[src/rtl/br_pkg.sv]
// rtl/br_pkg.sv - branch resolve shared constants, BHT counter encoding and helpers
package br_pkg;

    localparam logic [2:0] F3_BEQ  = 3'b000;
    localparam logic [2:0] F3_BNE  = 3'b001;
    localparam logic [2:0] F3_BLT  = 3'b100;
    localparam logic [2:0] F3_BGE  = 3'b101;
    localparam logic [2:0] F3_BLTU = 3'b110;
    localparam logic [2:0] F3_BGEU = 3'b111;

    typedef enum logic [1:0] {
        SNT = 2'b00,
        WNT = 2'b01,
        WT  = 2'b10,
        ST  = 2'b11
    } bht_cnt_e;

    // 010/011 are the only undefined B-type encodings
    function automatic logic f3_legal(input logic [2:0] f3);
        return f3[2:1] != 2'b01;
    endfunction

    function automatic bht_cnt_e bht_next(input bht_cnt_e cur, input logic taken);
        bht_cnt_e nxt;
        nxt = cur;
        case (cur)
            SNT: nxt = taken ? WNT : SNT;
            WNT: nxt = taken ? WT  : SNT;
            WT:  nxt = taken ? ST  : WNT;
            ST:  nxt = taken ? ST  : WT;
            default: nxt = WNT;
        endcase
        return nxt;
    endfunction

endpackage

[src/rtl/br_resolve_if.sv]
// rtl/br_resolve_if.sv - EX-stage branch bundle between pipeline/comparator and br_resolve
// Ports: ex_* instruction fields and prediction, comparator handshake
// (br_unsigned/br_less/br_equal), redirect_valid/redirect_pc/flush back to fetch.
interface br_resolve_if #(
    parameter int XLEN = 32
);
    logic            ex_valid;
    logic            ex_is_branch;
    logic            ex_is_jump;
    logic [2:0]      ex_funct3;
    logic [XLEN-1:0] ex_pc;
    logic [XLEN-1:0] ex_target;
    logic            ex_pred_taken;
    logic            br_unsigned;
    logic            br_less;
    logic            br_equal;
    logic            redirect_valid;
    logic [XLEN-1:0] redirect_pc;
    logic            flush;

    modport master (
        output ex_valid, ex_is_branch, ex_is_jump, ex_funct3, ex_pc, ex_target,
               ex_pred_taken, br_less, br_equal,
        input  br_unsigned, redirect_valid, redirect_pc, flush
    );

    modport slave (
        input  ex_valid, ex_is_branch, ex_is_jump, ex_funct3, ex_pc, ex_target,
               ex_pred_taken, br_less, br_equal,
        output br_unsigned, redirect_valid, redirect_pc, flush
    );
endinterface

[src/rtl/br_bht.sv]
// rtl/br_bht.sv - 2-bit bimodal branch history table
// Ports: clk, rst (sync, active-high), rd_idx/rd_pred combinational lookup,
// wr_en/wr_idx/wr_taken saturating counter update.
module br_bht
    import br_pkg::*;
#(
    parameter int IDX_W = 6
) (
    input  logic             clk,
    input  logic             rst,
    input  logic [IDX_W-1:0] rd_idx,
    output logic             rd_pred,
    input  logic             wr_en,
    input  logic [IDX_W-1:0] wr_idx,
    input  logic             wr_taken
);
    localparam int DEPTH = 1 << IDX_W;

    bht_cnt_e tbl [DEPTH];
    bht_cnt_e rd_cnt;

    // Plain array read: a same-cycle update is only visible after the edge,
    // so a colliding lookup sees the old counter.
    assign rd_cnt  = tbl[rd_idx];
    assign rd_pred = rd_cnt[1];

    always_ff @(posedge clk) begin
        if (rst) begin
            for (int i = 0; i < DEPTH; i++) begin
                tbl[i] <= WNT;
            end
        end else if (wr_en) begin
            tbl[wr_idx] <= bht_next(tbl[wr_idx], wr_taken);
        end
    end

endmodule

[src/rtl/br_resolve.sv]
// rtl/br_resolve.sv - EX-stage branch resolution, mispredict redirect, BHT and perf counters
// Ports: clk, rst (sync, active-high), stall, if_pc/if_pred_taken (BHT lookup),
// ex (br_resolve_if.slave: EX fields, comparator, redirect/flush),
// illegal_br, br_count, mispred_count.
module br_resolve
    import br_pkg::*;
#(
    parameter int XLEN      = 32,
    parameter int BHT_IDX_W = 6,
    parameter int CNT_W     = 32
) (
    input  logic             clk,
    input  logic             rst,
    input  logic             stall,
    input  logic [XLEN-1:0]  if_pc,
    output logic             if_pred_taken,
    br_resolve_if.slave      ex,
    output logic             illegal_br,
    output logic [CNT_W-1:0] br_count,
    output logic [CNT_W-1:0] mispred_count
);
    logic            redirect_q;
    logic [XLEN-1:0] redirect_pc_q;
    logic            res;
    logic            legal;
    logic            cond;
    logic            br_taken;
    logic            mispredict;
    logic            bht_wr;
    logic [XLEN-1:0] pc_plus4;
    logic [XLEN-1:0] next_pc;

    assign ex.br_unsigned    = ex.ex_funct3[1];
    assign ex.redirect_valid = redirect_q;
    assign ex.redirect_pc    = redirect_pc_q;
    assign ex.flush          = redirect_q;

    // The instruction in EX during a redirect cycle is wrong-path.
    assign res = ex.ex_valid & ~stall & ~redirect_q;

    assign legal = f3_legal(ex.ex_funct3);

    always_comb begin
        cond = 1'b0;
        case (ex.ex_funct3)
            F3_BEQ:          cond = ex.br_equal;
            F3_BNE:          cond = ~ex.br_equal;
            F3_BLT, F3_BLTU: cond = ex.br_less;
            F3_BGE, F3_BGEU: cond = ~ex.br_less;
            default:         cond = 1'b0;
        endcase
    end

    assign br_taken   = legal & cond;
    assign mispredict = res & ((ex.ex_is_branch & (br_taken != ex.ex_pred_taken))
                               | ex.ex_is_jump);
    assign bht_wr     = res & ex.ex_is_branch & legal;
    assign pc_plus4   = ex.ex_pc + XLEN'(4);
    assign next_pc    = (ex.ex_is_jump | br_taken) ? ex.ex_target : pc_plus4;

    br_bht #(
        .IDX_W (BHT_IDX_W)
    ) u_bht (
        .clk      (clk),
        .rst      (rst),
        .rd_idx   (if_pc[BHT_IDX_W+1:2]),
        .rd_pred  (if_pred_taken),
        .wr_en    (bht_wr),
        .wr_idx   (ex.ex_pc[BHT_IDX_W+1:2]),
        .wr_taken (br_taken)
    );

    always_ff @(posedge clk) begin
        if (rst) begin
            redirect_q    <= 1'b0;
            redirect_pc_q <= '0;
            illegal_br    <= 1'b0;
            br_count      <= '0;
            mispred_count <= '0;
        end else begin
            // res already folds in stall, so these pulses self-clear while stalled
            redirect_q <= mispredict;
            illegal_br <= res & ex.ex_is_branch & ~legal;
            if (mispredict) begin
                redirect_pc_q <= next_pc;
            end
            if (bht_wr && (br_count != '1)) begin
                br_count <= br_count + CNT_W'(1);
            end
            if (mispredict && (mispred_count != '1)) begin
                mispred_count <= mispred_count + CNT_W'(1);
            end
        end
    end

    logic unused_pc_bits;
    assign unused_pc_bits = ^{if_pc[XLEN-1:BHT_IDX_W+2], if_pc[1:0],
                              ex.ex_pc[XLEN-1:BHT_IDX_W+2], ex.ex_pc[1:0]};

endmodule

[src/flat_wrapper.sv]
// flat-port wrapper written by rule: the top's interface ports become plain ports
module br_resolve_flat import br_pkg::*;
#(
    parameter int XLEN      = 32,
    parameter int BHT_IDX_W = 6,
    parameter int CNT_W     = 32
)
  (clk, rst, stall, if_pc, if_pred_taken, illegal_br, br_count, mispred_count, ex_ex_valid, ex_ex_is_branch, ex_ex_is_jump, ex_ex_funct3, ex_ex_pc, ex_ex_target, ex_ex_pred_taken, ex_br_less, ex_br_equal, ex_br_unsigned, ex_redirect_valid, ex_redirect_pc, ex_flush);
  br_resolve_if #(.XLEN(XLEN)) ex_i ();
  input  logic clk;
  input  logic rst;
  input  logic stall;
  input  logic [XLEN-1:0] if_pc;
  output logic if_pred_taken;
  output logic illegal_br;
  output logic [CNT_W-1:0] br_count;
  output logic [CNT_W-1:0] mispred_count;
  input wire logic [$bits(ex_i.ex_valid)-1:0] ex_ex_valid;
  input wire logic [$bits(ex_i.ex_is_branch)-1:0] ex_ex_is_branch;
  input wire logic [$bits(ex_i.ex_is_jump)-1:0] ex_ex_is_jump;
  input wire logic [$bits(ex_i.ex_funct3)-1:0] ex_ex_funct3;
  input wire logic [$bits(ex_i.ex_pc)-1:0] ex_ex_pc;
  input wire logic [$bits(ex_i.ex_target)-1:0] ex_ex_target;
  input wire logic [$bits(ex_i.ex_pred_taken)-1:0] ex_ex_pred_taken;
  input wire logic [$bits(ex_i.br_less)-1:0] ex_br_less;
  input wire logic [$bits(ex_i.br_equal)-1:0] ex_br_equal;
  output wire logic [$bits(ex_i.br_unsigned)-1:0] ex_br_unsigned;
  output wire logic [$bits(ex_i.redirect_valid)-1:0] ex_redirect_valid;
  output wire logic [$bits(ex_i.redirect_pc)-1:0] ex_redirect_pc;
  output wire logic [$bits(ex_i.flush)-1:0] ex_flush;
  assign ex_i.ex_valid = ex_ex_valid;
  assign ex_i.ex_is_branch = ex_ex_is_branch;
  assign ex_i.ex_is_jump = ex_ex_is_jump;
  assign ex_i.ex_funct3 = ex_ex_funct3;
  assign ex_i.ex_pc = ex_ex_pc;
  assign ex_i.ex_target = ex_ex_target;
  assign ex_i.ex_pred_taken = ex_ex_pred_taken;
  assign ex_i.br_less = ex_br_less;
  assign ex_i.br_equal = ex_br_equal;
  assign ex_br_unsigned = ex_i.br_unsigned;
  assign ex_redirect_valid = ex_i.redirect_valid;
  assign ex_redirect_pc = ex_i.redirect_pc;
  assign ex_flush = ex_i.flush;
  br_resolve #(.XLEN(XLEN), .BHT_IDX_W(BHT_IDX_W), .CNT_W(CNT_W)) u_core (.clk(clk), .rst(rst), .stall(stall), .if_pc(if_pc), .if_pred_taken(if_pred_taken), .ex(ex_i), .illegal_br(illegal_br), .br_count(br_count), .mispred_count(mispred_count));
endmodule
[config.mk]
export PLATFORM = sky130hd
export DESIGN_NAME = br_resolve_flat
export DESIGN_NICKNAME = d
export VERILOG_FILES = /design/src/rtl/br_pkg.sv /design/src/rtl/br_resolve_if.sv /design/src/rtl/br_bht.sv /design/src/rtl/br_resolve.sv /design/src/flat_wrapper.sv
export SDC_FILE = /design/constraint.sdc
export NUM_CORES = 1
export LEC_CHECK = 0
export BUFFER_PORTS_ARGS = -buffer_cell sky130_fd_sc_hd__buf_2
export CAP_MARGIN = 0
export CORE_ASPECT_RATIO = 2
export CORE_MARGIN = 8
export CORE_UTILIZATION = 50
export CTS_CLUSTER_DIAMETER = 60
export DETAILED_ROUTE_END_ITERATION = 8
export GPL_TIMING_DRIVEN = 0
export PLACE_DENSITY = 0.84
export SETUP_SLACK_MARGIN = 0.5
export SLEW_MARGIN = 20
export SYNTH_ARGS = -nofsm -noshare
export SYNTH_HDL_FRONTEND = slang
export SYNTH_HIERARCHICAL = 1
export SYNTH_SLANG_ARGS = --single-unit
[constraint.sdc]
create_clock -name clk -period 3.4 [get_ports clk]
set_input_delay 0.51 -clock clk [delete_from_list [all_inputs] [get_ports clk]]
set_output_delay 0.51 -clock clk [all_outputs]
set_load 0.005 [all_outputs]
### Yosys cells after proc, flatten, opt, wreduce, memory -nomap -nowiden

Memory sizes are Yosys's and may differ from the RTL's.
Index checks and enable logic that the tools add are counted.

| operators by class | value |
|---|---|
| add/subtract/negate cells | 3 |
| equal/unequal tests | 12 |
| multiplexer cells | 17 |
| bitwise gates (word level) | 15 |
| reductions and logical operators | 7 |

Operators by type and width:

| operator | count |
|---|---|
| 32-bit by 1-bit adder with 32-bit output (second input constant) | 2 |
| 32-bit inequality test (second input constant) | 2 |
| 32-bit by 3-bit adder with 32-bit output (second input constant) | 1 |
| 32-bit two-way mux | 1 |
| 3-bit == test (second input constant) | 4 |
| 2-bit two-way mux | 5 |
| 1-bit AND | 8 |
| 1-bit two-way mux | 8 |
| 2-bit case mux with 4 select lines | 1 |
| 6-bit two-way mux | 1 |
| 2-bit OR reduction | 3 |
| 1-bit inverter | 5 |
| 2-bit == test (second input constant) | 2 |
| 1-bit case mux with 4 select lines | 1 |
| 3-bit by 1-bit == test with 1-bit output (second input constant) | 1 |
| 3-bit zero test | 1 |
| 2-bit by 1-bit == test with 1-bit output (second input constant) | 1 |
| 1-bit logical AND | 2 |
| 2-bit zero test | 1 |
| 2-bit by 1-bit inequality test with 1-bit output (second input constant) | 1 |
| 1-bit OR | 2 |
| 1-bit inequality test | 1 |

| storage, ports and cells | value |
|---|---|
| register bits | 98 |
| RAM bits | 128 |
| bits of input ports | 108 |
| output and inout port bits | 101 |
| word-level logic and storage cells | 60 |
| memories kept | 1 |

Memories:

| memory | words | bits a word | rd ports | clocked after memory_dff | wr ports | line | RTL |
|---|---|---|---|---|---|---|---|
| u_core.u_bht.tbl | 64 | 2 | 2 | 0 | 64 | br_bht.sv:19 | `bht_cnt_e tbl [DEPTH];` |

### Depth between registers and ports, before layout

Gate-level depths: netlist of run 1.

| depth | value |
|---|---|
| word-level depth | 10 |
| mapped depth | 12 |
| gate-level depth less buffers | 7 |

### Hierarchy

Netlist of run 1, hierarchy kept.

Modules (own cells, without submodules):

| module | times used | cells an instance | area an instance (um^2) | seq. area each (um^2) |
|---|---|---|---|---|
| br_bht | 1 | 625 | 7086.8 | 3843.7 |
| br_resolve | 1 | 692 | 5522.8 | 1961.9 |

### Worst setup path after synthesis of run 1

OpenSTA, ideal clock, no wires.

| timing path | value |
|---|---|
| kind | input port to output port |
| from | input port if_pc[2] |
| to | output port if_pred_taken |
| data arrival time | 2.747 ns |
| data required time | 2.890 ns |
| setup slack | 0.143 ns |
| stages | 6 |
| buffers on the path | 2 |
| path through | clkbuf_1 > buf_1 > mux4_2 > mux4_2 > a211oi_1 > a21oi_1 |

| between the ends | value |
|---|---|
| word-level cells in the longest chain between the ends | 1 |

Ends and longest elaborated chain:

| what | line | RTL |
|---|---|---|
| start: declaration | flat_wrapper.sv:13 | `input logic [XLEN-1:0] if_pc;` |
| memory read 64 x 2 bit | -- |  |
| end: declaration | flat_wrapper.sv:14 | `output logic if_pred_taken;` |

Every way passes these cells.

### Worst setup path after layout of run 1

| timing path | value |
|---|---|
| from | input port if_pc[3] |
| to | output port if_pred_taken |

Same word-level chain as after synthesis.

==> results of run 1 <==
==> Yosys cell counts, types with 4 or more instances <==
| library cell | instances |
|---|---|
| o31ai_1 | 38 |
| buf_1 | 7 |
| or2_2 | 6 |
| nand2b_1 | 10 |
| mux2_2 | 16 |
| nor3_1 | 56 |
| buf_2 | 23 |
| o32ai_1 | 4 |
| or4_1 | 32 |
| mux2i_1 | 37 |
| nor2b_1 | 13 |
| o22ai_1 | 14 |
| a221oi_1 | 7 |
| nor4_1 | 23 |
| nor2_1 | 100 |
| a31o_2 | 4 |
| a211o_1 | 5 |
| xnor2_1 | 8 |
| dfxtp_1 | 98 |
| inv_1 | 26 |
| o21ai_0 | 75 |
| xor2_1 | 11 |
| buf_4 | 6 |
| a311oi_1 | 5 |
| buf_6 | 9 |
| o41ai_1 | 4 |
| mux4_2 | 28 |
| or3_1 | 26 |
| o2bb2ai_1 | 5 |
| nand3_1 | 88 |
| edfxtp_1 | 128 |
| nand4_1 | 31 |
| a22o_1 | 11 |
| nand2_1 | 126 |
| a21oi_1 | 65 |
| and4_1 | 13 |
| and2_1 | 7 |
| clkbuf_1 | 75 |
| and3_1 | 11 |
| a31oi_1 | 7 |
==> cell usage in the layout (no fill, tap or decap), types with 28 or more instances in the layout <==
cell,count
a21oi_1,65
buf_2,189
clkbuf_1,66
dfxtp_1,98
edfxtp_1,128
mux2i_1,35
mux4_2,28
nand2_1,126
nand3_1,87
nand4_1,31
nor2_1,96
nor3_1,56
o21ai_0,69
o31ai_1,34
or4_1,32
==> critical path, delay by kind of cell <==
| family | cells | cell delay (ps) |
|---|---|---|
| multiplexers | 3 | 1160 |
| AO/OA/AOI/OAI | 1 | 90 |
| buffers and inverters | 3 | 750 |
==> power breakdown <==
group / switching, mW / leakage [nW] / internal (mW) / total [mW]
Combinational: 0.613 / 2.97 / 0.317 / 0.930
Sequential: 0.0337 / 1.90 / 2.93 / 2.96
Clock: 1.05 / 0.346 / 1.46 / 2.51
Total: 1.70 / 5.22 / 4.71 / 6.40
==> metrics by stage <==
stage	setup TNS [ps]	hold slack, ps
floorplan	0	448.2
global placement	-92210	438.4
detailed placement	-90600	444.1
CTS	0	261.1
global route	0	268.9
finish	0	271.1
==> state kept, by name (all words and copies together) (netlist names) <==
name	flops
u_core/illegal_br	1
u_core/ex.redirect_pc	32
u_core/mispred_count	32
u_core/ex.flush	1
u_core/br_count	32
u_core/u_bht/tbl	128
==> worst max-delay path by stage <==
stage	from	end	slack [ps]	cells after the start
detailed placement	ex_ex_pc[4]	u_core/u_bht/tbl[30][1]$_SDFFCE_PN0P_	-830	13
global placement	ex_ex_pc[4]	u_core/u_bht/tbl[31][1]$_SDFFCE_PN0P_	-830	13
floorplan	ex_ex_pc[4]	u_core/u_bht/tbl[16][1]$_SDFFCE_PN0P_	620	11
finish	if_pc[3]	if_pred_taken	360	7
CTS	u_core/u_bht/tbl[11][1]$_SDFFCE_PN0P_	if_pred_taken	390	6
global route	u_core/u_bht/tbl[11][1]$_SDFFCE_PN0P_	if_pred_taken	360	6
==> cells by family after synthesis <==
family                     after synthesis
buffers and inverters                  148
adders and majority gates                5
and+or+nand+nor                        561
muxes                                   83
AOI/OAI and AO/OA                      275
DFF                                    226
xor gates and xnor gates                19
==> cell type report <==
type / instances / area [µm²]
multi-input cells: 943 / 6261
clock buffers: 29 / 598.1
inverters: 27 / 101.3
flip-flops and latches: 226 / 5806
clock inverters: 7 / 110.1
repair buffers: 185 / 945.9
diodes: 1 / 2.502
fillers: 2159 / 9962
plain buffers: 121 / 724.4
well taps: 336 / 420.4
==> what timing repair did <==
action | CTS | global route
setup buffers | 0 | 6
gates cloned | 0 | 0
hold buffers | 0 | 0
pin swaps | 2 | 6
resized for setup | 56 | 40
setup endpoints to repair | 179 | 177
==> metal layers <==
metal / vias to the layer above / part of all wire [%] / GRT usage (%)
met5: - / 0 / 0
met4: 0 / 9.3 / 26.90
met3: 268 / 8.0 / 5.311
met2: 855 / 52 / 59.35
met1: 5897 / 30 / 29.34
li1: 5410 / - / -
==> reports/results.txt, run 1 <==
Critical path startpoint category - input port
Critical Path, Cell by Cell - clkbuf_2 > clkbuf_4 > mux4_2 > mux4_2 > mux2i_4 > a21oi_1 > buf_2
Power after layout - 6.404 mW
Synthesized Nets - 1428
Hold EP - u_core/illegal_br$_SDFF_PP0_
DP HPWL - 38010 µm
CP max stage delay - 600 ps
RSZ-0062 raised after global routing - yes
Slowest cell on crit path - mux4_2
DRC Markers - 0
Avg Cell Area, Syn - 9.574 µm²
Critical path type - input port to primary output
Slew @ Worst Pin - 1150 ps
Vias in the first global route - 12.29k
Per-cell routed wire length - 26.84 µm
FFs w/ async S/R, synth - 0%
Max Slew Vio Count - 0
First-pass GRT wire length - 73330 µm
Final min period - 3036 ps
Worst hold path class - input port to flip-flop
Maximum clock rate - 0.3294 GHz
DIE AREA - 30860 µm²
Largest family of logic cells by synthesized area - simple AND/OR/NAND/NOR gates
Reg-to-reg startpoint - u_core/ex.flush$_SDFF_PP0_
CTS tree - yes
Mux contribution to synthesized area - 9.575%
Min-delay src - ex_ex_funct3[1]
Simple-gate share of the synthesized area - 22.99%
Clock Latency Late Sink - 520 ps
Final Hold Fails - 0
DRT Pass-1 Iters - 6
Post-synth EDFFs - 128
Max VDD drop - 0.3313 mV
Clock skew - 16.06 ps
Clock slew at reported path FFs - 70 ps
Number of nets in the layout - 1636
PwrDens - 427.8 nW/µm²
Slew HR - 23.04%
Bufs on Longest Clock Path - 3
Antenna viol nets, final - 0
Cell repeated most along the worst path - mux4_2
Num CTS Buffers - 21
Static Leakage - 5.219 nW
Largest net degree at the start of global routing - 17
Grt ovf - 0
Top Ports - 209
H-tree depth - 1
Cells after Synth - 1317
Reg2Reg Setup Slack - 540 ps
Max-cap violations - 0
Drt total wl - 50320 µm
Chip height - 240.6 µm
Port Buf Inserts - 179
CP Max Fanout - 10
Yosys warns - 6
Starting DRC count in detailed routing - 1557
Via count - 12.43k
Adder-cell share of the synthesized area - 0.4664%
Status - finished clean
CP required - 2890 ps
Area share of the largest cell type after synthesis - 30.48%
Crit Reg-Reg Endpoint - u_core/u_bht/tbl[43][1]$_SDFFCE_PN0P_
Synth Area in Compound Gates - 14.25%
Seq/Total Area, Yosys - 46.04%
Final setup fails - 0
Slack of the critical path - 364.1 ps
Worst slack at placement - -826.1 ps
Final cell utilization of the core - 60.04%
#FFs+latches synth - 226
Top post-synthesis cells by area - edfxtp_1 (30%), dfxtp_1 (16%), mux4_2 (5.0%), nand2_1 (3.8%), nand3_1 (3.5%)
Core area - 24930 µm²
Root buf cell - clkbuf_16
Post-synthesis cell type count - 76
Starting Density - 50.58%
Area growth, synth to finish - 18.71%
Worst hold path stage count - 3
CTS Sinks - 226
Layout cells sized above 1 - 23.28%
Placed cells - 1832
Die W - 128.3 µm
Placed instance area - 13930 µm²
Post-route cell area - 14970 µm²
Row Count - 82
Initial antenna violation count - 1
XOR/XNOR Fraction of Synth Area - 1.320%
Synth area leader - edfxtp_1
GR Util All Layers - 31.87%
R2r worst-path depth - 7
Final period util - 89.29%
Area of the mapped netlist - 12610 µm²
CP endpoint kind - primary output
CP arrival - 2530 ps
Ys flop type - edfxtp_1
GP Congestion - 1.038
Final std cells w/o fill - 1875
Routed vias/inst - 6.629
(Power assumes the default switching activity.)
==> run 2, diff against run 1 <==
--- a/config.mk
+++ b/config.mk
@@ -8,7 +8,6 @@
 export BUFFER_PORTS_ARGS = -buffer_cell sky130_fd_sc_hd__buf_2
 export CAP_MARGIN = 0
 export CORE_ASPECT_RATIO = 2
-export CORE_MARGIN = 8
 export CORE_UTILIZATION = 50
 export CTS_CLUSTER_DIAMETER = 60
 export DETAILED_ROUTE_END_ITERATION = 8
==> run 2 against run 1 <==
Net effect:
- register-to-register slack improved by 20 ps
- sequential power barely moved
- critical path depth did not move
- die area fell by 16%
- combinational power fell by 1%
- largest power group unchanged
==> reports/results.txt, run 2 (synthesized netlist as in run 1, its figures left out) <==
Slack of the critical path - 414.7 ps (was 364.1 ps)
Static Leakage - 5.207 nW (was 5.219 nW)
Most frequent cells in the layout - buf_2 (189), edfxtp_1 (128), nand2_1 (125) (was buf_2 (189), edfxtp_1 (128), nand2_1 (126))
DP HPWL - 36570 µm (was 38010 µm)
Slew @ Worst Pin - 1029 ps (was 1150 ps)
Max FFs per register - 128 (unchanged)
Drt total wl - 49200 µm (was 50320 µm)
Top routing layer in use - met4 (unchanged)
Crit path to - if_pred_taken (unchanged)
H-tree depth - 1 (unchanged)
Reg-to-reg startpoint - u_core/ex.flush$_SDFF_PP0_ (unchanged)
GP Congestion - 1.037 (was 1.038)
Critical path type - input port to primary output (unchanged)
Via count - 12.59k (was 12.43k)
CP Launch Point - if_pc[2] (was if_pc[3])
Final min period - 2985 ps (was 3036 ps)
Critical Path, Cell by Cell - buf_4 > buf_12 > mux4_2 > mux4_2 > mux2i_4 > a21oi_2 > buf_2 (was clkbuf_2 > clkbuf_4 > mux4_2 > mux4_2 > mux2i_4 > a21oi_1 > buf_2)
GR Util All Layers - 37.81% (was 31.87%)
Max Slew Vio Count - 0 (unchanged)
DRC Markers - 0 (unchanged)
Slew HR - 31.42% (was 23.04%)
CP max stage delay - 540 ps (was 600 ps)
Per-cell routed wire length - 26.17 µm (was 26.84 µm)
Crit Reg-Reg Endpoint - u_core/u_bht/tbl[38][1]$_SDFFCE_PN0P_ (was u_core/u_bht/tbl[43][1]$_SDFFCE_PN0P_)
Chip height - 226.6 µm (was 240.6 µm)
WL met3 - 3819 µm (was 4013 µm)
Final Hold Fails - 0 (unchanged)
Max-cap violations - 0 (unchanged)
Row Count - 81 (was 82)
WL met2 - 24750 µm (was 26350 µm)
Bufs on Longest Clock Path - 3 (unchanged)
Worst hold path class - input port to flip-flop (unchanged)
PwrDens - 422.3 nW/µm² (was 427.8 nW/µm²)
CP endpoint kind - primary output (unchanged)
First-pass GRT wire length - 71100 µm (was 73330 µm)
CTS Sinks - 226 (unchanged)
Commonest non-fill, non-tap cell in the layout - buf_2 (unchanged)
Area growth, synth to finish - 18.86% (was 18.71%)
Number of nets in the layout - 1639 (was 1636)
Die W - 114.3 µm (was 128.3 µm)
Top Ports - 209 (unchanged)
Cell repeated most along the worst path - mux4_2 (unchanged)
Num CTS Buffers - 21 (unchanged)
DRT Pass-1 Iters - 5 (was 6)
Met1 Wirelength - 15390 µm (was 15260 µm)
Maximum clock rate - 0.3350 GHz (was 0.3294 GHz)
Largest net degree at the start of global routing - 18 (was 17)
Final setup fails - 0 (unchanged)
Starting Density - 51.20% (was 50.58%)
Routed vias/inst - 6.696 (was 6.629)
Final period util - 87.80% (was 89.29%)
Critical path startpoint category - input port (unchanged)
Initial antenna violation count - 6 (was 1)
Clock Latency Late Sink - 530 ps (was 520 ps)
Antenna viol nets, final - 0 (unchanged)
Max VDD drop - 0.4621 mV (was 0.3313 mV)
R2r worst-path depth - 7 (unchanged)
Port Buf Inserts - 179 (unchanged)
CP arrival - 2480 ps (was 2530 ps)
Grt ovf - 0 (unchanged)
CP required - 2890 ps (about the same)
Worst slack at placement - -623.1 ps (was -826.1 ps)
Layout cells sized above 1 - 23.87% (was 23.28%)
Status - finished clean (unchanged)
Core area - 24630 µm² (was 24930 µm²)
Root buf cell - clkbuf_16 (unchanged)
Vias in the first global route - 11.98k (was 12.29k)
DIE AREA - 25900 µm² (was 30860 µm²)
CTS Hold Buffers Added - 0 (unchanged)
Clock slew at reported path FFs - 70 ps (about the same)
Fillers - 2080 (was 2159)
Clock skew - 14.17 ps (was 16.06 ps)
Biggest register - u_core/u_bht/tbl (unchanged)
Final cell utilization of the core - 60.86% (was 60.04%)
CTS tree - yes (unchanged)
Slowest cell on crit path - mux4_2 (unchanged)
Reg2Reg Setup Slack - 560 ps (was 540 ps)
Starting DRC count in detailed routing - 1496 (was 1557)
RSZ-0062 raised after global routing - yes (unchanged)
CP Max Fanout - 10 (unchanged)
[run 2: changes by cell type in the layout (fill, tap and decap cells not counted), moves of 4 or more]
cell / delta
clkbuf_1: -4
diode_2: +5
o21ai_0: +4
o21ai_1: -4
o31ai_2: -4
[run 2: cell type report]
cell class,count,area (µm²),share of cell area (%)
flip-flops and latches,226,5806,38.73
plain buffers,121,698.2,4.658
inverters,27,101.3,0.6762
clock buffers,26,606.8,4.049
clock inverters,11,95.09,0.6344
well taps,332,415.4,2.772
diodes,6,15.01,0.1002
repair buffers,188,968.4,6.461
multi-input cells,943,6282,41.92
[run 2: worst min path at each step]
stage / start / to / slack [ps] / cells after the start
3_5_place_dp: u_core/ex.redirect_pc[6]$_SDFFE_PP0P_ / u_core/ex.redirect_pc[6]$_SDFFE_PP0P_ / 440 / 2
3_3_place_gp: u_core/ex.redirect_pc[4]$_SDFFE_PP0P_ / u_core/ex.redirect_pc[4]$_SDFFE_PP0P_ / 440 / 2
2_1_floorplan: u_core/ex.redirect_pc[7]$_SDFFE_PP0P_ / u_core/ex.redirect_pc[7]$_SDFFE_PP0P_ / 450 / 2
6_report: ex_ex_funct3[1] / u_core/illegal_br$_SDFF_PP0_ / 260 / 3
4_1_cts: ex_ex_funct3[1] / u_core/illegal_br$_SDFF_PP0_ / 250 / 3
5_1_grt: ex_ex_target[1] / u_core/ex.redirect_pc[1]$_SDFFE_PP0P_ / 250 / 3
[run 2: layer usage]
metal	vias to the layer above	GRT usage, %
met2	857	66.78
met1	6009	36.74
met5	-	0
met3	298	6.843
li1	5425	-
met4	0	34.69
[run 2: what timing repair did]
| item | CTS | global route |
|---|---|---|
| pin swaps | 1 | 5 |
| setup buffers | 0 | 9 |
| endpoints found under the setup margin | 163 | 174 |
| resized for setup | 43 | 46 |
[run 2: critical path: cells and delay by family]
kind / cells / cell delay [ps]
muxes: 3 / 1310
buffers and inverters: 3 / 530
AOI/OAI and AO/OA: 1 / 100
[run 2: stage by stage]
stage	instance area (µm²)	hold slack (ps)	std cells	setup TNS (ps)	power [mW]
6_report	14990	257.9	1880	0	6.330
4_1_cts	14750	249.9	1865	0	6.269
3_5_place_dp	13930	444.2	1828	-69280	3.849
5_1_grt	14990	251.6	1880	0	6.470
3_3_place_gp	13930	438.4	1828	-68970	3.838
2_1_floorplan	12610	448.2	1317	0	3.494
[run 2: report_power, final]
part | switching [mW] | internal (mW)
clock | 1.09 | 1.36
combinational | 0.606 | 0.315
sequential | 0.0343 | 2.93
total | 1.73 | 4.60
